## src/rtl/adc_decimator_if.sv

```systemverilog
// Sample stream, run-time configuration and reduced output of the ADC decimator.
interface adc_decimator_if #(
  parameter int unsigned pWidth = 8
);
  logic [pWidth-1:0] iData;
  logic              iData_Valid;
  logic [4:0]        iRatioLog2;
  logic [1:0]        iMode;
  logic              iSync;
  logic [pWidth-1:0] oData;
  logic              oData_Valid;
  logic [4:0]        oBlockCfg;

  // Decimator side
  modport slave (
    input  iData, iData_Valid, iRatioLog2, iMode, iSync,
    output oData, oData_Valid, oBlockCfg
  );

  // Sample source / consumer side
  modport master (
    output iData, iData_Valid, iRatioLog2, iMode, iSync,
    input  oData, oData_Valid, oBlockCfg
  );
endinterface

```

## src/rtl/adc_decimator.sv

```systemverilog
// Reduces the ADC sample stream by a run-time ratio 2^k using first-sample, mean, max or min.
// Ratio and mode latch only at block boundaries, on sync, or during reset.
module adc_decimator #(
  parameter int unsigned pWidth   = 8,
  parameter int unsigned pMaxLog2 = 15
) (
  input  logic             iClk,
  input  logic             iRst,
  adc_decimator_if.slave   io_bus
);
  localparam int unsigned AccW = pWidth + pMaxLog2;
  localparam logic [4:0]  MaxK = 5'(pMaxLog2);

  logic [4:0]          r_k;
  logic [1:0]          r_mode;
  logic [pMaxLog2-1:0] r_count;
  logic [AccW-1:0]     r_acc;
  logic [pWidth-1:0]   r_max;
  logic [pWidth-1:0]   r_min;
  logic [pWidth-1:0]   r_first;
  logic [pWidth-1:0]   r_data;
  logic                r_valid;

  logic [4:0]          w_k_in;
  logic                w_last_cur;
  logic                w_restart;
  logic [4:0]          w_k_eff;
  logic [1:0]          w_mode_eff;
  logic [pMaxLog2-1:0] w_cnt_eff;
  logic                w_first;
  logic                w_last;
  logic                w_cfg_load;
  logic [AccW-1:0]     w_acc_new;
  logic [pWidth-1:0]   w_max_new;
  logic [pWidth-1:0]   w_min_new;
  logic [pWidth-1:0]   w_first_new;
  logic [pWidth-1:0]   w_mean;
  logic [pWidth-1:0]   w_result;

  // Block position, effective config and per-block running values for the current sample
  always_comb begin
    w_k_in     = (io_bus.iRatioLog2 > MaxK) ? MaxK : io_bus.iRatioLog2;
    // A sample that completes the running block takes priority over a simultaneous sync,
    // so it is never also counted as the first sample of the next block.
    w_last_cur = io_bus.iData_Valid &&
                 (r_count == ~({pMaxLog2{1'b1}} << r_k));
    w_restart  = io_bus.iSync && !w_last_cur;
    w_k_eff    = w_restart ? w_k_in : r_k;
    w_mode_eff = w_restart ? io_bus.iMode : r_mode;
    w_cnt_eff  = w_restart ? '0 : r_count;
    w_first    = (w_cnt_eff == '0);
    w_last     = io_bus.iData_Valid &&
                 (w_cnt_eff == ~({pMaxLog2{1'b1}} << w_k_eff));
    w_cfg_load = w_last || io_bus.iSync;

    w_acc_new   = w_first ? AccW'(io_bus.iData) : r_acc + AccW'(io_bus.iData);
    w_max_new   = (w_first || io_bus.iData > r_max) ? io_bus.iData : r_max;
    w_min_new   = (w_first || io_bus.iData < r_min) ? io_bus.iData : r_min;
    w_first_new = w_first ? io_bus.iData : r_first;
    w_mean      = pWidth'(w_acc_new >> w_k_eff);

    w_result = w_first_new;
    unique case (w_mode_eff)
      2'd0:    w_result = w_first_new;
      2'd1:    w_result = w_mean;
      2'd2:    w_result = w_max_new;
      default: w_result = w_min_new;
    endcase
  end

  // Config latch, sample counter, block accumulators and registered output
  always_ff @(posedge iClk) begin
    if (iRst) begin
      r_k     <= w_k_in;
      r_mode  <= io_bus.iMode;
      r_count <= '0;
      r_acc   <= '0;
      r_max   <= '0;
      r_min   <= '0;
      r_first <= '0;
      r_data  <= '0;
      r_valid <= 1'b0;
    end else begin
      r_valid <= w_last;
      if (w_last) begin
        r_data <= w_result;
      end
      if (w_cfg_load) begin
        r_k    <= w_k_in;
        r_mode <= io_bus.iMode;
      end
      if (io_bus.iData_Valid) begin
        r_count <= w_last ? '0 : w_cnt_eff + pMaxLog2'(1);
        r_acc   <= w_acc_new;
        r_max   <= w_max_new;
        r_min   <= w_min_new;
        r_first <= w_first_new;
      end else if (io_bus.iSync) begin
        r_count <= '0;
      end
    end
  end

  assign io_bus.oData       = r_data;
  assign io_bus.oData_Valid = r_valid;
  assign io_bus.oBlockCfg   = r_k;
endmodule
```

## src/flat_wrapper.sv

```systemverilog
// flat-port wrapper written by rule: the top's interface ports become plain ports
module adc_decimator_flat 
#(
  parameter int unsigned pWidth   = 8,
  parameter int unsigned pMaxLog2 = 15
)
  (iClk, iRst, io_bus_iData, io_bus_iData_Valid, io_bus_iRatioLog2, io_bus_iMode, io_bus_iSync, io_bus_oData, io_bus_oData_Valid, io_bus_oBlockCfg);
  adc_decimator_if #(.pWidth(pWidth)) io_bus_i ();
  input  logic iClk;
  input  logic iRst;
  input wire logic [$bits(io_bus_i.iData)-1:0] io_bus_iData;
  input wire logic [$bits(io_bus_i.iData_Valid)-1:0] io_bus_iData_Valid;
  input wire logic [$bits(io_bus_i.iRatioLog2)-1:0] io_bus_iRatioLog2;
  input wire logic [$bits(io_bus_i.iMode)-1:0] io_bus_iMode;
  input wire logic [$bits(io_bus_i.iSync)-1:0] io_bus_iSync;
  output wire logic [$bits(io_bus_i.oData)-1:0] io_bus_oData;
  output wire logic [$bits(io_bus_i.oData_Valid)-1:0] io_bus_oData_Valid;
  output wire logic [$bits(io_bus_i.oBlockCfg)-1:0] io_bus_oBlockCfg;
  assign io_bus_i.iData = io_bus_iData;
  assign io_bus_i.iData_Valid = io_bus_iData_Valid;
  assign io_bus_i.iRatioLog2 = io_bus_iRatioLog2;
  assign io_bus_i.iMode = io_bus_iMode;
  assign io_bus_i.iSync = io_bus_iSync;
  assign io_bus_oData = io_bus_i.oData;
  assign io_bus_oData_Valid = io_bus_i.oData_Valid;
  assign io_bus_oBlockCfg = io_bus_i.oBlockCfg;
  adc_decimator #(.pWidth(pWidth), .pMaxLog2(pMaxLog2)) u_core (.iClk(iClk), .iRst(iRst), .io_bus(io_bus_i));
endmodule
```

## config.mk

```make
export PLATFORM = sky130hd
export DESIGN_NAME = adc_decimator_flat
export DESIGN_NICKNAME = d
export VERILOG_FILES = /design/src/rtl/adc_decimator_if.sv /design/src/rtl/adc_decimator.sv /design/src/flat_wrapper.sv
export SDC_FILE = /design/constraint.sdc
export NUM_CORES = 1
export LEC_CHECK = 0
export ABC_AREA = 1
export CORE_UTILIZATION = 40
export CTS_BUF_LIST = sky130_fd_sc_hd__clkbuf_16
export DETAILED_ROUTE_END_ITERATION = 10
export GPL_ROUTABILITY_DRIVEN = 0
export PLACE_DENSITY_LB_ADDON = 0.1
export SLEW_MARGIN = 20
export SYNTH_ARGS = -nofsm -noshare
export SYNTH_HDL_FRONTEND = slang
export SYNTH_SLANG_ARGS = --single-unit
```

## constraint.sdc

```tcl
create_clock -name iClk -period 4.35 [get_ports iClk]
set_clock_uncertainty 0.2 [all_clocks]
set_input_delay 0.87 -clock iClk [delete_from_list [all_inputs] [get_ports iClk]]
set_output_delay 0.87 -clock iClk [all_outputs]
set_load 0.05 [all_outputs]
```

* Word level (Yosys, flattened, before mapping)
Index checks and enable logic that the tools add are counted.
** Storage, ports and cells
- Bits in registers :: 78
- Bits in latches :: 0
- Memory bits (writable) :: 0
- Bits in read-only memories :: 0
- Output and inout port bits :: 14
- Memories kept :: 0
** Cells by class
- Add/subtract/negate cells :: 2
- $mul :: 0
- Div/mod/pow operators :: 0
- $lt $le $gt $ge :: 3
- Eq/ne operators :: 4
- Shift-type cells :: 3
- Multiplexer cells :: 16
- Bitwise logic cells :: 2
- Reductions and logical operators :: 11
** Operator list (count)
- 15-bit two-way mux :: 4
- 15-bit equality test :: 2
- 15-bit NOT :: 2
- 15-bit by 5-bit << shifter with 15-bit output, first input constant :: 2
- 8-bit two-way mux :: 3
- 8-bit case mux with 3 select lines :: 1
- 23-bit by 8-bit adder with 23-bit output :: 1
- 23-bit two-way mux :: 1
- 23-bit by 5-bit >> shifter with 8-bit output :: 1
- 5-bit two-way mux :: 4
- 15-bit by 1-bit adder with 15-bit output, second input constant :: 1
- 15-bit zero test :: 1
- 8-bit greater-than comparator :: 1
- 8-bit < comparator :: 1
- 2-bit two-way mux :: 3
- 5-bit by 4-bit greater-than comparator with 1-bit output, second input constant :: 1
- 2-bit nonzero test :: 2
- 1-bit logical AND :: 3
- 1-bit logical OR :: 3
- 2-bit by 1-bit equality test with 1-bit output, second input constant :: 1
- 2-bit equality test, second input constant :: 1
- 2-bit zero test :: 1
- 1-bit zero test :: 1

* Longest topological paths before layout
- Depth after elaboration :: 14
- Mapped depth :: 30
- Depth with buffers taken out :: 29

* Least setup slack after synthesis
Ideal clock, no wire load.
- Path type :: reg-to-reg
- Start :: register u_core.r_k[4] (netlist: u_core.io_bus.oBlockCfg[4])
- End :: register u_core.r_k[0] (netlist: u_core.io_bus.oBlockCfg[0]), enable pin
- Setup time :: 0.323 ns
- Data arrival time :: 3.138 ns
- Required time :: 3.827 ns
- Setup slack :: 0.689 ns
- Cell stages (with the launch flop) :: 24
- Buffers on the path :: 3
- Period minus slack after synthesis :: 3.661 ns
- Path through :: edfxtp_1 > inv_2 > nand2_2 > nand2_1 > nand2_1 > nand2_1 > nor2_1 > nand2_1 > nor2_2 > nand2_2 > nand2_4 > buf_8 > nand2_1 > o21ai_2 > buf_6 > nand2_4 > inv_2 > nand2_1 > xor2_1 > nand4_1 > nor2_4 > nand3_4 > buf_6 > nand2_1
** Between the ends
- Word-level cells in the longest chain between the ends :: 13
- Elaborated cells between the ends (all ways) :: 14
- Those cells by class :: eq/ne (2); shift (2); mux (2); bitwise (2); reduce/logical (6)
** RTL lines
- start, declared :: line adc_decimator.sv:14 : logic [4:0] r_k;
- start signal, assigned :: line adc_decimator.sv:74 : r_k <= w_k_in;
- start signal, assigned :: line adc_decimator.sv:89 : r_k <= w_k_in;
- 15-bit by 5-bit << shifter with 15-bit output :: line adc_decimator.sv:46 : (r_count == ~({pMaxLog2{1'b1}} << r_k));
- 15-bit NOT :: line adc_decimator.sv:46
- 15-bit equality test :: line adc_decimator.sv:46
- 1-bit logical AND :: line adc_decimator.sv:45 : w_last_cur = io_bus.iData_Valid &&
- 1-bit zero test :: line adc_decimator.sv:47 : w_restart = io_bus.iSync && !w_last_cur;
- 1-bit logical AND :: line adc_decimator.sv:47
- 5-bit two-way mux :: line adc_decimator.sv:48 : w_k_eff = w_restart ? w_k_in : r_k;
- 15-bit by 5-bit << shifter with 15-bit output :: line adc_decimator.sv:53 : (w_cnt_eff == ~({pMaxLog2{1'b1}} << w_k_eff));
- 15-bit NOT :: line adc_decimator.sv:53
- 15-bit equality test (*) :: line adc_decimator.sv:53
- 1-bit logical AND (*) :: line adc_decimator.sv:52 : w_last = io_bus.iData_Valid &&
- 1-bit logical OR (*) :: line adc_decimator.sv:54 : w_cfg_load = w_last || io_bus.iSync;
- 2-bit nonzero test (no line) (*)
Mark *: on every way between the ends. The rest lies on a longest branch, timed or not.
A chain may end at the register's enable or synchronous reset.

* Final worst setup path
- Start :: register u_core.r_k[4] (netlist: u_core.io_bus.oBlockCfg[4])
- End :: register u_core.r_data[3] (netlist: u_core.io_bus.oData[3])
** Between the ends
- Word-level cells in the longest chain between the ends :: 11
- Elaborated cells between the ends (all ways) :: 25
- Those cells by class :: eq/ne (4); shift (3); mux (8); bitwise (2); reduce/logical (8)
** RTL lines
- 15-bit by 5-bit << shifter with 15-bit output :: line adc_decimator.sv:46
- 15-bit NOT :: line adc_decimator.sv:46
- 15-bit equality test :: line adc_decimator.sv:46
- 1-bit logical AND :: line adc_decimator.sv:45
- 1-bit zero test :: line adc_decimator.sv:47
- 1-bit logical AND :: line adc_decimator.sv:47
- 15-bit two-way mux / 5-bit two-way mux (equally long branches) :: line adc_decimator.sv:50, adc_decimator.sv:48
- 15-bit zero test / 15-bit by 5-bit << shifter with 15-bit output (equally long branches) :: line adc_decimator.sv:51, adc_decimator.sv:53
- 23-bit two-way mux, or another cell as far along :: line adc_decimator.sv:56 : w_acc_new = w_first ? AccW'(io_bus.iData) : r_acc + AccW'(io_bus.iData);
- 23-bit by 5-bit >> shifter with 8-bit output, or another cell as far along :: line adc_decimator.sv:60 : w_mean = pWidth'(w_acc_new >> w_k_eff);
- 8-bit case mux with 3 select lines / 1-bit logical AND (equally long branches) :: line adc_decimator.sv:63, adc_decimator.sv:52
- end signal, assigned :: line adc_decimator.sv:86 : r_data <= w_result;
- end, declared :: line adc_decimator.sv:21 : logic [pWidth-1:0] r_data;
Several ways; a longest one is shown, not always the timed one.

==> flow_summary.toml <==
[routing]
finalWirelength_microns = 22200
drc = 0
final_antenna_net_count = 0
dr.pass1.iters = 8
wire_per_inst_microns = 16.0
avgViaCountPerCell = 5.39
num_vias = 7466
drtIter0Drc = 628

[clock_tree]
clockBufferDepth = 2
path_clk_slew_ns = 0.07
cts_root_buf = "clkbuf_16"
cts_tree = "built"
htree_levels = 3
numCtsBuffers = 9
hold_buffers = 0
numClockSinks = 78
insertion_delay_ns = 0.35

[global_route]
grt_pass1_vias = 6874
grt_use_total_pct = 26.0
gr-total-overflow = 0
grt_max_degree = 68
antenna_found_initial = 0
grt_pass1_wl_microns = 36000

[worst_setup_path]
slowest_delay_ns = 0.52
rrSetupSlack_ns = 0.31
rr_worst_depth = 28
crit_fanout = 33
cp.required_ns = 4.44
startpoint_type = "register"
r2r_start = "u_core.io_bus.oBlockCfg[4]"
cpMaxStageDelayCell = "edfxtp_1"
crit_family = "simple AND/OR/NAND/NOR gates"
critPathArrivalTime_ns = 4.13
crit_top_cell = "nand2_1"
criticalPathCategory = "register to register"
reg2reg_to = "u_core.io_bus.oData[3]"
end_kind = "register"
critPathBufInv = 5

[cells_and_area]
num_antenna_cells = 0
final_util_pct = 46.7
final_cells = 1385
final_cell_mix = "264 x nand2_1, 165 x nand3_1, 122 x inv_1, 100 x nor2_1, 79 x a21oi_1"
mostFrequentLayoutCell = "nand2_1"
nets = 1205
syn_to_final_growth_pct = 13.8
fin_area_sq_um = 7770
drive_gt1_share_pct = 9.79
fillers = 1773

[sta]
fmax_mhz = 247
slew_viol_final = 0
period_minus_slack_ns = 4.04
timing.final.hold_violations = 0
period_share_pct = 93.0
slew_headroom_pct = 32.8
hold_ws_ns = 0.283
finalSetupViolCount = 0
tightest_slew_ns = 1.00

[run]
drv_cap = 0

[placement]
place_inst = 1365
portBuffers = 32
dp_hpwl_microns = 17200
place_area_sq_um = 7460

[die]
row_count = 47
initial_core_util_pct = 41.0
io_pins = 33
die_w_microns = 133
chipHeight_microns = 133
core_sq_um = 16600
dieArea_sq_um = 17600

[synthesis]
synth.distinct_cells = 52
postSynthCellCount = 1122
yosys_register_bits = 78
synth_warnings = 0
synth_area_leaders = "dfxtp_1 21%, nand2_1 15%, nand3_1 12%"
postSynthAreaPerCell_sq_um = 6.09
yosys.area.top_type_share_pct = 20.8
synth_fp_nets = 1167
synthesis.area_sq_um = 6830
ys_seq_area_share_pct = 23.9
synth.largest_area_cell = "dfxtp_1"

[hold_path]
worstHoldEndpoint = "u_core.r_max[1]"
hold_class = "register to register"
holdPathStages = 2
hold_start = "u_core.r_max[1]"

[run_status]
status = "complete, no violations"

[pwr]
power-per-cell-area_nw_per_um2 = 271
leakage_nw = 3.48
power_w = 0.00211
vdd_drop_max_mv = 0.188
## how the worst max path moves through the flow
stage	end	slack (ns)	from	cells after the start
after floorplan	u_core.io_bus.oBlockCfg[0]	0.69	u_core.io_bus.oBlockCfg[4]	23
after global placement	u_core.io_bus.oData[3]	0.13	io_bus_iData[0]	21
after detailed placement	u_core.io_bus.oData[1]	0.11	io_bus_iData[4]	19
after CTS	u_core.io_bus.oData[3]	0.17	u_core.io_bus.oBlockCfg[3]	27
after global routing	u_core.io_bus.oData[4]	-0.02	u_core.io_bus.oBlockCfg[4]	22
final	u_core.io_bus.oData[3]	0.31	u_core.io_bus.oBlockCfg[4]	28
## cell families after synthesis
kind of cell               Yosys count  synth area share [%]
xor gates and xnor gates            24                  3.08
AOI/OAI and AO/OA                  204                  17.0
DFF                                 78                  23.9
buffers and inverters              182                  11.0
and+or+nand+nor                    607                  40.1
adders and majority gates           26                  4.87
other                                1                0.0549
## worst register-to-register path, delay by kind of cell (launching register included)
family                   cells  cell delay (ns)
AND/OR/NAND/NOR             19             1.95
buffers and inverters        5             0.74
flip-flops                   1             0.52
AO/OA/AOI/OAI                3             0.40
adder cells (fa/ha/maj)      1             0.21
## stage by stage
step / setup TNS, ns / worst slack, ns
2_1_floorplan: 0 / 0.689
3_3_place_gp: 0 / 0.130
3_5_place_dp: 0 / 0.112
4_1_cts: 0 / 0.174
5_1_grt: -0.0278 / -0.0170
6_report: 0 / 0.307
## synthesized netlist by cell type, drive strengths merged
cell,number
nand4,21
nand3,166
a221oi,2
or2,10
buf,20
o2111ai,1
o221ai,2
edfxtp,7
nand2,281
conb,1
a311o,1
a21oi,80
nor2,113
xor2,18
a21o,1
clkbuf,24
ha,25
o21a,1
inv,135
fa,1
o22ai,5
o31ai,2
o211ai,14
nor3,8
o21ai,87
a211oi,7
nor4,3
xnor2,6
nand3b,5
dfxtp,71
clkinv,3
o21bai,1
## final cells by class
class,instances,area (sq um),area share (%)
Inverter,138,523,6.73
Sequential cell,78,1630,21.0
Multi-Input combinational cell,862,4460,57.4
Clock buffer,9,225,2.90
Timing Repair Buffer,71,617,7.94
Tap cell,220,275,3.54
Clock inverter,7,40.0,0.515
## state kept, by name (all words and copies together) (netlist names)
register                   cells
u_core.r_acc                  23
u_core.r_count                15
u_core.io_bus.oData            8
u_core.r_first                 8
u_core.r_max                   8
u_core.r_min                   8
u_core.io_bus.oBlockCfg        5
u_core.r_mode                  2
u_core.io_bus.oData_Valid      1
## power breakdown
group / leakage, nW / internal [W] / switching (W)
logic: 2.69 / 0.000208 / 0.000401
registers: 0.652 / 0.000763 / 0.0000292
clock network: 0.135 / 0.000383 / 0.000323
## metal layers
layer	wire (microns)	part of all wire [%]	track usage, %	up-vias
met3	1080	4.9	3.79	34
met1	10200	46	34.3	3429
met2	10300	47	42.8	198
met5	0	0	0	-
met4	545	2.5	9.77	0
li1	-	-	-	3805
## what timing repair did
item	in CTS	in global routing
endpoints found under the setup margin	0	8
buffers inserted	0	4
endpoints found under the hold margin	0	0
resized for setup	0	5
Note: power is estimated with default switching activity, not from simulation.
